### config.mk
export PLATFORM = sky130hd
export DESIGN_NAME = sumador_serie_ctrl
export DESIGN_NICKNAME = d
export VERILOG_FILES = /design/src/rtl/sumador_serie_ctrl.sv
export SDC_FILE = /design/constraint.sdc
export NUM_CORES = 1
export LEC_CHECK = 0
export BUFFER_PORTS_ARGS = -buffer_cell sky130_fd_sc_hd__buf_2
export CELL_PAD_IN_SITES_DETAIL_PLACEMENT = 1
export CELL_PAD_IN_SITES_GLOBAL_PLACEMENT = 1
export CORE_MARGIN = 4
export CORE_UTILIZATION = 30
export DETAILED_ROUTE_END_ITERATION = 8
export GPL_TIMING_DRIVEN = 0
export PLACE_DENSITY = 0.68
export SYNTH_ARGS = -nofsm -noshare
export SYNTH_HDL_FRONTEND = slang
export SYNTH_SLANG_ARGS = --single-unit
export TNS_END_PERCENT = 100
### constraint.sdc
create_clock -name clk -period 1.6 [get_ports clk]
set_input_delay 0.24 -clock clk [delete_from_list [all_inputs] [get_ports clk]]
set_output_delay 0.24 -clock clk [all_outputs]
set_load 0.1 [all_outputs]
### src/rtl/sumador_serie_ctrl.sv
// sumador_serie_ctrl: bit-serial adder controller.
// Latches two WIDTH-bit operands plus carry-in, then runs one shared 1-bit full-adder slice
// LSB-first for WIDTH cycles with the carry held in a flop. Start/busy/done handshake.
// Optional build macro SUMADOR_SUB_EN adds a 'sub' input: B is captured inverted and the
// carry flop is forced to 1, giving a - b (cout=1 means no borrow).
module sumador_serie_ctrl #(
    parameter int unsigned WIDTH = 8
) (
    input  logic             clk,
    input  logic             rst_n,
    input  logic             start,
`ifdef SUMADOR_SUB_EN
    input  logic             sub,
`endif
    input  logic [WIDTH-1:0] a,
    input  logic [WIDTH-1:0] b,
    input  logic             cin,
    output logic             busy,
    output logic             done,
    output logic [WIDTH-1:0] sum,
    output logic             cout
);

    localparam int unsigned     CntW    = (WIDTH > 2) ? $clog2(WIDTH) : 1;
    localparam logic [CntW-1:0] LastCnt = CntW'(WIDTH - 1);

    typedef enum logic [1:0] {
        StIdle,
        StRun,
        StDone
    } state_e;

    state_e           state_q, state_d;
    logic [WIDTH-1:0] a_sh_q, a_sh_d;
    logic [WIDTH-1:0] b_sh_q, b_sh_d;
    // Only WIDTH-1 bits are stored; the final bit joins them on the last RUN edge.
    logic [WIDTH-2:0] sum_sh_q, sum_sh_d;
    logic [WIDTH-1:0] sum_q, sum_d;
    logic             carry_q, carry_d;
    logic             cout_q, cout_d;
    logic [CntW-1:0]  cnt_q, cnt_d;

    logic [WIDTH-1:0] b_load;
    logic             c_load;
    logic             s_bit;
    logic             c_next;
    logic [WIDTH-1:0] sum_asm;

    // Operand conditioning at capture time.
`ifdef SUMADOR_SUB_EN
    assign b_load = sub ? ~b : b;
    assign c_load = sub | cin;  // subtract forces the +1 of two's complement
`else
    assign b_load = b;
    assign c_load = cin;
`endif

    // Shared full-adder slice on the current LSBs and the carry flop.
    assign s_bit   = a_sh_q[0] ^ b_sh_q[0] ^ carry_q;
    assign c_next  = (a_sh_q[0] & b_sh_q[0]) | (a_sh_q[0] & carry_q) | (b_sh_q[0] & carry_q);
    assign sum_asm = {s_bit, sum_sh_q};

    // State and datapath registers; async reset clears everything.
    always_ff @(posedge clk or negedge rst_n) begin
        if (!rst_n) begin
            state_q  <= StIdle;
            a_sh_q   <= '0;
            b_sh_q   <= '0;
            sum_sh_q <= '0;
            sum_q    <= '0;
            carry_q  <= 1'b0;
            cout_q   <= 1'b0;
            cnt_q    <= '0;
        end else begin
            state_q  <= state_d;
            a_sh_q   <= a_sh_d;
            b_sh_q   <= b_sh_d;
            sum_sh_q <= sum_sh_d;
            sum_q    <= sum_d;
            carry_q  <= carry_d;
            cout_q   <= cout_d;
            cnt_q    <= cnt_d;
        end
    end

    // Next-state, datapath updates and handshake outputs.
    always_comb begin
        state_d  = state_q;
        a_sh_d   = a_sh_q;
        b_sh_d   = b_sh_q;
        sum_sh_d = sum_sh_q;
        sum_d    = sum_q;
        carry_d  = carry_q;
        cout_d   = cout_q;
        cnt_d    = cnt_q;
        busy     = 1'b0;
        done     = 1'b0;

        case (state_q)
            StIdle: begin
                if (start) begin
                    state_d  = StRun;
                    a_sh_d   = a;
                    b_sh_d   = b_load;
                    carry_d  = c_load;
                    sum_sh_d = '0;
                    cnt_d    = '0;
                end
            end
            StRun: begin
                busy     = 1'b1;
                sum_sh_d = sum_asm[WIDTH-1:1];
                a_sh_d   = a_sh_q >> 1;
                b_sh_d   = b_sh_q >> 1;
                carry_d  = c_next;
                cnt_d    = cnt_q + CntW'(1);
                if (cnt_q == LastCnt) begin
                    state_d = StDone;
                    sum_d   = sum_asm;
                    cout_d  = c_next;
                end
            end
            StDone: begin
                done    = 1'b1;
                state_d = StIdle;
            end
            default: begin
                state_d = StIdle;
            end
        endcase
    end

    assign sum  = sum_q;
    assign cout = cout_q;

endmodule

## Word-level counts from Yosys, hierarchy flattened

Index checks and enable logic that the tools add are counted.

- Register bits: 38
- Bits of input ports: 20
- Output and inout port bits: 11
- Word-level logic and storage cells: 41

- $add $sub $neg: 1
- Equal/unequal tests: 5
- Mux-type cells: 15
- Bitwise logic cells: 7
- Reductions and logical operators: 5

Operators with widths:

| kind | count |
|---|---|
| $pmux W8 S2 | 2 |
| $mux W8 | 2 |
| $pmux W7 S2 | 1 |
| $mux W7 | 1 |
| $pmux W3 S2 | 1 |
| $reduce_and A2 Y1 | 3 |
| $mux W2 | 2 |
| $ne A2 B2 Y1 const B | 2 |
| $pmux W2 S2 | 1 |
| $add A3 B1 Y3 const B | 1 |
| $and A1 B1 Y1 | 3 |
| $eq A3 B3 Y1 const B | 1 |
| $mux W1 | 3 |
| $mux W3 | 1 |
| $eq A2 B1 Y1 const B | 1 |
| $eq A2 B2 Y1 const B | 1 |
| $logic_not A2 Y1 | 1 |
| $or A1 B1 Y1 | 2 |
| $pmux W1 S2 | 1 |
| $reduce_bool A2 Y1 | 1 |
| $xor A1 B1 Y1 | 2 |

## Longest topological paths before layout

Gate-level depths: netlist (run 1).

- Word-level depth: 4
- Gate-level depth with buffers: 5
- Depth with buffers taken out: 5

## Worst setup path after synthesis (run 1)

No wires, ideal clock.

- Path kind: flip-flop to output port
- Start point: register state_q[1]
- End point: output port done
- Arrival: 1.931 ns
- Required time: 1.360 ns
- Path slack: -0.571 ns
- Cell stages (with the launch flop): 4
- Path buffers: 1
- Cell sequence: dfrtp_1 > inv_1 > buf_2 > nor2_1

- Word-level cells in the longest chain between the ends: 2

RTL lines:

| item | line | source |
|---|---|---|
| start, declared | 33 | `state_e state_q, state_d;` |
| start signal, assigned | 66 | `state_q <= StIdle;` |
| start signal, assigned | 75 | `state_q <= state_d;` |
| $eq A2 B2 Y1 | 99 | `case (state_q)` |
| $mux W1 | 99 |  |
| end, declared | 19 | `output logic done,` |

No other way between the ends.

## Worst setup path in the final report (run 1)

- Start point: register state_q[0]
- End point: output port done

Same word-level chain as after synthesis.

==> results.txt, run 1 <==
The critical setup path kind was flop to output pin. For the number of maximum-capacitance constraint violations, the log shows 0. For this design, the CTS-stage hold fixing added 0 buffers.

Port buffering added 30 buffers. Combinational share of power: 49.0%. From synthesis to final layout, the design area changed by 25.29%. The run gives 5507 µm² as the area of the core.

The height of the die was 83.54 µm; the global router's overall resource usage was 11.90%. The post-detailed-route DRC marker count is 0. Each instance of the synthesized netlist takes up on average 11.80 µm². The critical path startpoint category was a flop. Worst min-delay path class: input pin to async pin. The share of the Yosys chip area taken by registers is 55.56%. Once the floorplan was initialized, standard cells occupied 31.08% of the core.

The run gives 2666 µm as the placed wire-length estimate. The arrival time at the worst endpoint is 1.30 ns. STA classifies the critical path endpoint as an output pin. The worst-margin pin slew was 0.8526 ns; the clock latency on the worst-skew pair was 0.29 ns.

Initial antenna violation count: 0. In the final design database the tool counted 208 nets. Shortest clock period the worst path allows after layout: 1.539 ns. Headroom to the max-slew limit came out at 43.16%. The post-route antenna net violation count came out at 0. In this run switching power makes up 45.65% of total power. The worst-case reg-to-reg path depth is 4, and the via count of the first global-routing pass is 1369. Summing all non-filler instances in the final layout gives an area of 2145 µm². The share of layout cells above drive strength 1 came out at 34.95%. Count of inserted antenna diode cells: 0.

The deepest level of the CTS H-tree is 2, and the worst voltage drop across the vdd grid is 0.0008093 V. The via count was 1308; the number of placed instances with taps included was 247. The logs give 6755 µm for the first-pass GRT wire length and 27 for the number of rows created at floorplan. For the clock network fraction of design power, the log shows 16.4%. Counting every net in the synthesized netlist gives 168.

After technology mapping, the gate count stands at 145. For this design the top-level I/O count stands at 31. Dividing total power by cell area gives a power density of 2322 nW/µm². Based on the critical path, the design can be clocked at up to 649.8 MHz. The clock net in this run drives a total of 38 sinks. At the worst endpoint, the required time is 1.36 ns. For this run the aggregate overflow at the end of global routing stands at 0. Along the worst path, the maximum fanout reaches 10.

The startpoint identified for the worst register-to-register timing path is cnt_q[0]. After clock tree synthesis, the clock-pin slew on the worst setup and hold paths is 0.08 ns. The period utilization was 96.19%; the static leakage was 0.9717 nW.

The run gives 39 as the maximum number of pins on one net before global-route repair. The flip-flop and latch count after synthesis came out at 38. The area of the die came out at 6978 µm². After detailed routing, the average wire length per cell comes to 15.39 µm.

The filler cell count in the final layout was 619. After detailed placement, the total cell area comes to 1959 µm². Summing every instance area after synthesis gives 1712 µm².

The flow ran to the end, and the final reports show no timing, DRC or antenna violations. TritonCTS built the clock tree. For the internal cell power, the log shows 2.707 mW. For the final database, setup skew stands at 0.006623 ns. The number of buffers between clock root and the deepest sink came out at 2.

The number of iterations in the first detailed-routing pass was 4. The number of buffers added by the clock tree synthesis step was 5; the flop-to-flop setup slack was 0.13 ns. The DRC violation total after the first TritonRoute iteration was 73.

Setup repair after global routing left no endpoint under its margin. Registers are responsible for 34.6% of the overall power. Measured along the x axis, the die boundary spans 83.54 µm. The run gives 0 as the final hold violation count.

The number of different library cells in the post-synthesis netlist is 23. Yosys printed 0 warnings. Destination of the worst register-to-register timing path: sum[3]. The total net switching power is 2.274 mW, and the number of max-slew violations in the final report is 0.

Final non-filler cell total: 258. The cell sitting at the root of the clock tree is a sky130_fd_sc_hd__clkbuf_8. The logs give 0 for the final count of negative-setup-slack endpoints and 3971 µm for the total wire length.

At the end of routability-driven placement, the weighted congestion stood at 0.7851. Using the TritonRoute via totals, the vias-per-cell ratio works out to 5.070.
[cell usage after synthesis]
master | number | area (µm²)
sky130_fd_sc_hd__mux2i_1 | 1 | 10.01
sky130_fd_sc_hd__buf_4 | 2 | 15.01
sky130_fd_sc_hd__o21ai_0 | 5 | 25.02
sky130_fd_sc_hd__a22o_1 | 9 | 78.83
sky130_fd_sc_hd__inv_6 | 1 | 8.760
sky130_fd_sc_hd__fa_1 | 1 | 20.02
sky130_fd_sc_hd__ha_1 | 2 | 25.02
sky130_fd_sc_hd__buf_6 | 2 | 22.52
sky130_fd_sc_hd__nand2_1 | 3 | 11.26
sky130_fd_sc_hd__clkbuf_1 | 4 | 15.01
sky130_fd_sc_hd__nand2_8 | 1 | 20.02
sky130_fd_sc_hd__nor2_1 | 9 | 33.78
sky130_fd_sc_hd__o22ai_1 | 15 | 93.84
sky130_fd_sc_hd__nor3_1 | 27 | 135.1
sky130_fd_sc_hd__mux2_4 | 9 | 135.1
sky130_fd_sc_hd__o21bai_2 | 1 | 11.26
sky130_fd_sc_hd__nand2b_1 | 2 | 12.51
sky130_fd_sc_hd__inv_1 | 3 | 11.26
sky130_fd_sc_hd__and2b_1 | 1 | 7.510
sky130_fd_sc_hd__buf_2 | 2 | 10.01
sky130_fd_sc_hd__dfrtp_1 | 38 | 950.9
sky130_fd_sc_hd__o32ai_1 | 6 | 52.55
sky130_fd_sc_hd__or2_2 | 1 | 6.260
[registers in the layout (all words and copies together) (netlist names)]
register,count
a_sh_q,8
b_sh_q,8
sum,8
sum_sh_q,7
cnt_q,3
state_q,2
carry_q,1
cout,1
[logic make-up (layout without fill, tap and decap cells)]
logic type               after synthesis  count (layout)  share of synthesized area [%]
adder cells (fa/ha/maj)                3               3                          2.631
AND/OR/NAND/NOR                       44              44                          13.23
flip-flops                            38              38                          55.56
buffers and inverters                 14              55                          4.824
AO/OA/AOI/OAI                         36              36                          15.28
multiplexers                          10              10                          8.480
[critical path, stage by stage (launching register included)]
cell and delay [ns]:
sky130_fd_sc_hd__dfrtp_1 0.44, sky130_fd_sc_hd__buf_2 0.23, sky130_fd_sc_hd__nor2_4 0.14, sky130_fd_sc_hd__buf_8 0.20
[layout make-up]
cell class	count	area, µm²	area share, %
tap	72	90.09	4.201
timing repair buffer	34	205.2	9.568
inverter	4	31.28	1.459
clock buffer	5	68.82	3.209
sequential	38	952.2	44.40
buffer	9	58.81	2.742
multi-input combinational	93	693.2	32.32
clock inverter	3	45.04	2.100
[metrics by stage]
stage               utilization, %  total power [mW]  setup WS, ns  hold WS (ns)   TNS, ns
floorplan                        -             3.612        0.2029      -0.05559         0
global placement             35.58             4.036      -0.03381        0.3962  -0.03381
detailed placement           35.58             4.103      -0.03404        0.3926  -0.03404
CTS                          38.13             4.970       0.01503       0.07002         0
global route                 38.95             5.313      0.008263       0.09230         0
finish                       38.95             4.980       0.06098       0.04813         0
[worst max-delay path by stage]
stage | startpoint | endpoint
2_1_floorplan | state_q[1] | done
6_report | state_q[0] | done
4_1_cts | state_q[1] | busy
3_5_place_dp | state_q[1] | busy
5_1_grt | state_q[0] | done
3_3_place_gp | state_q[1] | busy
[per-layer routing]
layer | vias to the layer above | wire length [µm] | global-route usage [%] | share of wire [%]
met1 | 655 | 1898 | 15.69 | 48
met5 | - | 0 | 0 | 0
li1 | 622 | - | - | -
met2 | 22 | 1854 | 18.59 | 47
met4 | 0 | 72 | 4.678 | 1.8
met3 | 9 | 147 | 3.258 | 3.7
[power by group through the flow]
stage | Clock [mW] | Sequential, mW | Combinational (mW)
2_1_floorplan | 0 | 2.39 | 1.22
3_3_place_gp | 0 | 1.72 | 2.32
3_5_place_dp | 0 | 1.73 | 2.37
4_1_cts | 0.836 | 1.71 | 2.42
5_1_grt | 0.899 | 1.78 | 2.63
6_report | 0.817 | 1.72 | 2.44
[placed cells by master (no fill, tap or decap), types with 3 or more instances in the layout]
| master | instances |
|---|---|
| sky130_fd_sc_hd__dfrtp_1 | 37 |
| sky130_fd_sc_hd__buf_2 | 30 |
| sky130_fd_sc_hd__nor3_1 | 27 |
| sky130_fd_sc_hd__o22ai_1 | 15 |
| sky130_fd_sc_hd__a22o_1 | 9 |
| sky130_fd_sc_hd__mux2_4 | 9 |
| sky130_fd_sc_hd__nor2_1 | 8 |
| sky130_fd_sc_hd__buf_4 | 6 |
| sky130_fd_sc_hd__o32ai_1 | 6 |
| sky130_fd_sc_hd__o21ai_0 | 5 |
| sky130_fd_sc_hd__clkbuf_8 | 5 |
| sky130_fd_sc_hd__clkinvlp_4 | 3 |
| sky130_fd_sc_hd__clkbuf_1 | 3 |
| sky130_fd_sc_hd__nand2_1 | 3 |
[timing repair]
| action | in CTS | in global routing |
|---|---|---|
| gates resized for setup | 10 | 6 |
| endpoints found under the setup margin | 2 | 2 |
| buffers inserted | 1 | 3 |
Power figures use the tool's default switching activity.
==> inputs of run 2 (changes only) <==
==> constraint.sdc (replaced) <==
create_clock -name clk -period 1.9 [get_ports clk]
set_input_delay 0.285 -clock clk [delete_from_list [all_inputs] [get_ports clk]]
set_output_delay 0.285 -clock clk [all_outputs]
set_load 0.1 [all_outputs]
==> run 2 against run 1 <==
  * Sequential power down 16%
  * Count of clock-buffer cells in the layout up 1
  * Non-clock buffer count down 3
  * Critical endpoint is now busy
  * Combinational power down 19%
  * Register-to-register slack better by 0.33 ns
  * Setup slack better by 0.052 ns
  * Sequential cell count unchanged
  * Critical path type unchanged
==> results.txt, run 2 (synthesis gave the netlist of run 1 again) <==
The tightest min-delay check is of the input pin to async pin type. The horizontal die dimension is 83.54 µm, and the initial core utilization is 31.08%. The floorplan has 27 rows. The number of nets in the finished design came out at 205. The run gives 2736 µm as the placed wire-length estimate.

The most critical setup path has its startpoint at state_q[1]. The startpoint identified for the worst register-to-register timing path is cnt_q[0]. Across all layers, the routed design uses 1272 vias. The area of the die is 6978 µm², and the deepest level of the CTS H-tree is 2.

The routed design uses 146 µm of met3 wire. From synthesis to final layout, the design area changed by 20.54%. The tools report the via count of the first global-routing pass as 1354. The tools report the number of buffers between clock root and the deepest sink as 2.

In this run, the number of DRC markers left after iteration 0 of detailed routing was 53. The critical path endpoint category is an output pin. Hold repair after CTS inserted 0 buffers. After detailed routing, the met2 layer carries 1773 µm of wire.

In this run the vertical extent of the chip is 83.54 µm. The shortest clock period the worst path allows after layout works out to 1.787 ns. The post-route antenna net violation count was 0.

TritonCTS built the clock tree. The first global-routing pass estimated 6755 µm of wire. For the number of iterations in the first detailed-routing pass, the log shows 4. The number of max-slew violations in the final report came out at 0. Arrival time at the worst endpoint: 1.50 ns. The tree is rooted in a sky130_fd_sc_hd__clkbuf_8. The run gives 0 as the post-detailed-route DRC marker count. During I/O placement, the number of pins put on the boundary was 31.

The dominant cell type by count on the critical path was sky130_fd_sc_hd__buf_6. In the final routed layout, each cell accounts on average for 15.10 µm. The logs give 0.09365 ns for the post-route worst hold slack and 0 for the sum of overflow across all layers after global routing. Period utilization: 94.07%. The flow ran to the end, and the final reports show no timing, DRC or antenna violations.

At the pin with the least slew margin, the transition time is 0.8461 ns. The most common cell after layout, fill and taps aside was sky130_fd_sc_hd__dfrtp_1. Highest achievable clock rate: 559.5 MHz. The power per cell area was 1943 nW/µm². Traced cell by cell, the critical path runs through nand2b_1 -> buf_6 -> inv_6 -> buf_6 -> buf_6. 0 antenna diodes ended up in the layout. Across the routed clock network, the largest skew measured is 0.005331 ns.

Dividing the detail-routed via count by the number of cells gives 4.988. The count of input and output buffers came out at 30. The tools report the number of maximum-capacitance constraint violations as 0.

Routability-driven placement finished with a final weighted congestion of 0.7694. The number of buffers and inverters on the critical path is 4. TritonCTS created 5 clock buffers.

Global routing used 11.90% of the available tracks. The analysis attributes to cell leakage a power of 0.9417 nW. The length of routed wiring on met1 was 1843 µm; the final count of negative-setup-slack endpoints was 0. Clock latency on the worst-skew pair, taken at its later pin, is 0.29 ns.

The top cell types in the final layout, fill and taps aside, are sky130_fd_sc_hd__dfrtp_1 (37), sky130_fd_sc_hd__buf_2 (30), sky130_fd_sc_hd__nor3_1 (27), sky130_fd_sc_hd__o22ai_1 (15). The kind of cell with the highest combined delay along the critical path is buffers and inverters. Of all nets on the critical path, the largest fanout is 10. The worst setup path is launched from a flop.

The total wire length was 3851 µm. The required time at the worst-slack endpoint came out at 1.62 ns. The final hold violation count was 0.

Of the cells placed in the final design, the portion with a size suffix greater than 1 is 32.24%. In this run the tightest slew margin relative to its limit is 43.59%. Entering global routing, the biggest net connects 39 pins.

The initial antenna violation count was 0; the clock edge transition at the registers on the reported setup and hold paths was 0.08 ns. The slowest stage of the critical path belongs to the cell sky130_fd_sc_hd__dfrtp_2. The peak per-stage delay on the critical path came out at 0.45 ns.

Clock tree synthesis found a total of 38 sinks. Counting the fill cells in the layout gives 618. The highest layer touched by signal routing is met4. Across the VDD grid, the largest voltage drop is 0.0006669 V. By startpoint and endpoint, the worst setup path is classified as flop to output pin.

The floorplan step defined a core boundary enclosing 5507 µm². Fraction of the core area covered by cells at the end of the flow: 37.47%.
==> run 2: metal layers <==
layer	track usage [%]	vias up
met5	0	-
met4	5.263	0
met3	3.159	8
met2	17.78	23
met1	16.20	632
li1	-	609
==> run 2: layout make-up <==
class	count	area, µm²	area share [%]
multi-input cells	93	680.7	32.99
clock buffers	6	82.58	4.002
repair buffers	30	162.7	7.884
plain buffers	10	62.56	3.032
inverters	4	20.02	0.9703
well taps	72	90.09	4.366
clock inverters	2	12.51	0.6064
flip-flops and latches	38	952.2	46.15
==> run 2: where the power goes <==
group          leakage [nW]  switching (mW)  internal (mW)
Sequential            0.464           0.276           1.18
Clock                0.0472           0.284          0.291
Combinational         0.431            1.31          0.669
Total                 0.942            1.87           2.14
==> run 2: timing repair <==
| action | 4_1_cts | 5_1_grt |
|---|---|---|
| resized for setup | 2 | 3 |
| endpoints found under the setup margin | 2 | 2 |
| setup buffers | 0 | 0 |
==> run 2: through the flow <==
step	total power [mW]	instance area (µm²)	std cells	setup TNS, ns	setup slack, ns
floorplan	3.037	1714	145	0	0.1508
global placement	3.394	1954	247	0	0.2197
detailed placement	3.454	1954	247	0	0.2119
CTS	4.039	2054	255	0	0.02037
global route	4.289	2063	255	-0.004759	-0.004759
finish	4.008	2063	255	0	0.1127
==> run 2: worst paths after layout <==
kind / slack, ns / cells past startpoint / endpoint
worst min register to register: 0.51 / 1 / sum[0]
worst min-delay path: 0.09 / 1 / sum[5]
worst max register to register: 0.46 / 4 / sum[0]
min in group clk: 0.23 / 3 / b_sh_q[7]
worst max-delay path: 0.11 / 5 / busy
max in group asynchronous: 1.22 / 1 / state_q[1]
==> inputs of run 3 (changes only) <==
--- a/config.mk
+++ b/config.mk
@@ -5,6 +5,7 @@
 export SDC_FILE = /design/constraint.sdc
 export NUM_CORES = 1
 export LEC_CHECK = 0
+export ABC_AREA = 1
 export BUFFER_PORTS_ARGS = -buffer_cell sky130_fd_sc_hd__buf_2
 export CELL_PAD_IN_SITES_DETAIL_PLACEMENT = 1
 export CELL_PAD_IN_SITES_GLOBAL_PLACEMENT = 1
@@ -12,7 +13,7 @@
 export CORE_UTILIZATION = 30
 export DETAILED_ROUTE_END_ITERATION = 8
 export GPL_TIMING_DRIVEN = 0
-export PLACE_DENSITY = 0.68
+export PLACE_DENSITY = 0.71
 export SYNTH_ARGS = -nofsm -noshare
 export SYNTH_HDL_FRONTEND = slang
 export SYNTH_SLANG_ARGS = --single-unit
==> run 3 against run 2 <==
  * Synthesized cell count up 51%
  * Core utilization up 0.30 points
  * Sequential cell count unchanged
  * Sequential share of layout area down 1.8 points
  * Area after synthesis up 5.4%
  * Clock power up 2%
  * Global-route usage up 0.52 points
  * Die area up 4.9%
  * Largest power group unchanged
  * Sequential power down 6%
  * Total power up 1.7%
==> results.txt, run 3 <==
After synthesis, the most frequently instantiated cells are sky130_fd_sc_hd__nand2_1 (71), sky130_fd_sc_hd__inv_1 (39), sky130_fd_sc_hd__dfrtp_1 (38). VDD sags by at most 0.0008518 V. The via count of the first global-routing pass is 1527. Across all setup checks in the final design, the least slack found is 0.1246 ns. The static leakage is 1.195 nW. The run gives 0 as the final hold violation count. After synthesis the netlist holds a flip-flop and latch count of 38. Via count: 1474. For this run the aggregate overflow at the end of global routing stands at 0. The number of rows created at floorplan was 27; the arrival time at the worst endpoint was 1.49 ns. The power per cell area is 1902 nW/µm². The run finished with clean final reports. After clock tree synthesis, the clock-pin slew on the worst setup and hold paths is 0.08 ns. The worst register-to-register path ends at cout. Once detailed placement completed, the half-perimeter wirelength came to 2866 µm. Across the whole layout, storage elements account for 950.9 µm².

The critical path startpoint category was a flop. The setup path with the least slack is of type flop to output pin. Setup repair after global routing left no endpoint under its margin. The highest net fanout along the worst path is 10, and the DRC violation total after the first TritonRoute iteration is 61. The die is 85.55 µm tall.

The filler cell count in the final layout is 715, and the share of layout cells above drive strength 1 is 21.40%. The worst-margin pin slew is 0.8642 ns. In this run the critical register-to-register path is launched from cnt_q[0].

Clock latency on the worst-skew pair, taken at its later pin, is 0.29 ns. The setup fix buffers added after clock tree synthesis is 0, and the post-detailed-route DRC marker count is 0. The path class of the tightest hold or removal check is input pin to async pin. The final count of negative-setup-slack endpoints came out at 0. The tools report the initial core utilization as 31.79%.

The worst-case reg-to-reg path depth is 6. For this design, the CTS-stage hold fixing added 0 buffers. The shortest clock period the worst path allows after layout was 1.775 ns. For this design, the sink count on the clock tree is 38. Once layout is complete, the utilization of the core stands at 37.76%.

In this run the clock root is driven by a sky130_fd_sc_hd__clkbuf_8. Global routing used 12.42% of the available tracks. Across the run, the number of max-cap violations was 0.

In this run, synthesis inferred 0 flip-flops with an integrated enable. The required time at the worst-slack endpoint was 1.62 ns; the detailed-routed wire length on met3 was 217 µm. The top flip-flop cell by instance count after synthesis was sky130_fd_sc_hd__dfrtp_1. The finished cells cover 2143 µm². CTS built an H-tree with a depth of 2. After synthesis, the largest family of logic cells by area is simple AND/OR/NAND/NOR gates.

Entering global routing, the biggest net connects 39 pins. The number of placed instances with taps included is 321, and the met2 wirelength from detailed routing is 1887 µm. The post-synthesis average cell area is 8.238 µm², and the number of buffers between clock root and the deepest sink is 2. Once placement finished, the instance area stood at 2047 µm². Summing the sequential cell areas from Yosys gives 52.70% of the chip area. In the post-synthesis netlist, the biggest area contributors are sky130_fd_sc_hd__dfrtp_1 (53%), sky130_fd_sc_hd__nand2_1 (15%), sky130_fd_sc_hd__nand3_1 (8.3%), sky130_fd_sc_hd__inv_1 (8.1%), sky130_fd_sc_hd__o21ai_1 (4.7%). Measured against its own limit, the worst slew margin works out to 42.39%. The critical path endpoint category was an output pin.

Of all cell types, the one taking the most synthesized area is sky130_fd_sc_hd__dfrtp_1. The area growth from synthesis to layout is 18.79%. After clock tree synthesis, the repair step resized 2 gates.

TritonCTS built the clock tree. The share of the synthesized area in the top cell type was 52.70%. The mapped netlist covers 1804 µm². In the layout the commonest cells are sky130_fd_sc_hd__nand2_1 (71), sky130_fd_sc_hd__inv_1 (39), sky130_fd_sc_hd__dfrtp_1 (38), sky130_fd_sc_hd__buf_2 (33), sky130_fd_sc_hd__nand3_1 (30). The run gives 4028 µm as the total wire length.

Synthesis produced a netlist whose cell count is 219. Adding up every negative setup slack in the final design gives 0 ns. The count of input and output buffers is 30. For the number of buffers added by the clock tree synthesis step, the log shows 5. Of all flip-flops after synthesis, the portion carrying an async set or reset was 100.0%.

Dividing the detail-routed via count by the number of cells gives 4.480. The area of combinational cells with multiple inputs came out at 638.1 µm². The number of iterations in the first detailed-routing pass is 4, and the final setup skew is 0.006220 ns.

The die is 85.55 µm wide. The core region is 5675 µm². The tools report the number of different library cells in the post-synthesis netlist as 18. The worst register-to-register path has a setup slack of 0.40 ns. The first global-routing pass estimated 7141 µm of wire. Most common cell in the netlist: sky130_fd_sc_hd__nand2_1. In this run the remaining antenna-violating nets after routing total 0. The initial antenna violation count is 0, and the average routed wire per standard cell is 12.24 µm.

The library cell used most frequently in the layout, excluding fill and tap cells, is sky130_fd_sc_hd__nand2_1. In the final routing, the length of wire on met1 measures 1860 µm. The XOR/XNOR share of the synthesized area is 0%. Compound-cell area share of the yosys netlist: 5.479%. The period utilization is 93.44%, and the count of inserted antenna diode cells is 0. When the netlist entered floorplanning its net count stood at 242. Area of the die: 7319 µm². The fraction of the mapped netlist area in adder cells was 2.497%; the mux contribution to synthesized area was 0%. The finished layout holds 329 standard cells, fillers aside. The highest signal layer in the routed design is met4. For this run, the number of Yosys warnings is 0.

Prior to clock tree synthesis, the placed netlist has a worst setup slack of 0.2948 ns. For this run, the post-layout net count is 279. Timing would allow up to 563.3 MHz. Pin placement for this block handled 31 I/O pins. The area share of and/or/nand/nor cells after synthesis is 27.25%. The run gives 0 as the number of max-slew violations in the final report. Routability-driven placement finished with a final weighted congestion of 0.7122.
[run 3: cell types whose count changed after synthesis, sizes merged, moves of 5 or more]
cell and delta:
nor2 -5, inv +37, o21ai +12, o32ai -6, a22o -9, nand3 +30
nor3 -27, nand2 +71, mux2 -9, o22ai -15
[run 3: layout make-up]
cell class                 count  area share, %
multi-input combinational    131          29.77
buffer                         9          2.744
timing repair buffer          30          7.239
clock inverter                 1         0.2335
tap                           72          4.203
clock buffer                   7          4.028
sequential                    38          44.37
inverter                      41          7.414
[run 3: where the power goes]
group	total (mW)	switching, mW	internal, mW
logic	2.12	1.53	0.585
registers	1.37	0.194	1.18
clock network	0.588	0.295	0.293
[run 3: worst max-delay path: stages (launching register included)]
cell                      delay [ns]
sky130_fd_sc_hd__dfrtp_1        0.38
sky130_fd_sc_hd__buf_4          0.19
sky130_fd_sc_hd__buf_2          0.21
sky130_fd_sc_hd__nor2_2         0.12
sky130_fd_sc_hd__buf_4          0.29
[run 3: per-layer routing]
layer	up-vias	GRT usage (%)
met2	30	19.42
met5	-	0
met4	0	6.475
li1	737	-
met3	5	3.074
met1	702	15.84
[run 3: worst max-delay path by stage]
| stage | slack [ns] | to | start |
|---|---|---|---|
| 2_1_floorplan | 0.10 | done | state_q[0] |
| 3_3_place_gp | 0.30 | busy | state_q[1] |
| 3_5_place_dp | 0.29 | busy | state_q[1] |
| 4_1_cts | 0.09 | busy | state_q[1] |
| 5_1_grt | 0.04 | busy | state_q[1] |
| 6_report | 0.12 | done | state_q[0] |
[run 3: cells by family after synthesis]
kind of cell,after synthesis
flip-flops,38
AO/OA/AOI/OAI,19
buffers and inverters,50
adder cells (fa/ha/maj),3
AND/OR/NAND/NOR,109
[run 3: through the flow]
step	power, mW	hold slack [ns]
2_1_floorplan	3.080	-0.01059
3_3_place_gp	3.469	0.4537
3_5_place_dp	3.543	0.4537
4_1_cts	4.145	0.1197
5_1_grt	4.439	0.1558
6_report	4.077	0.1005
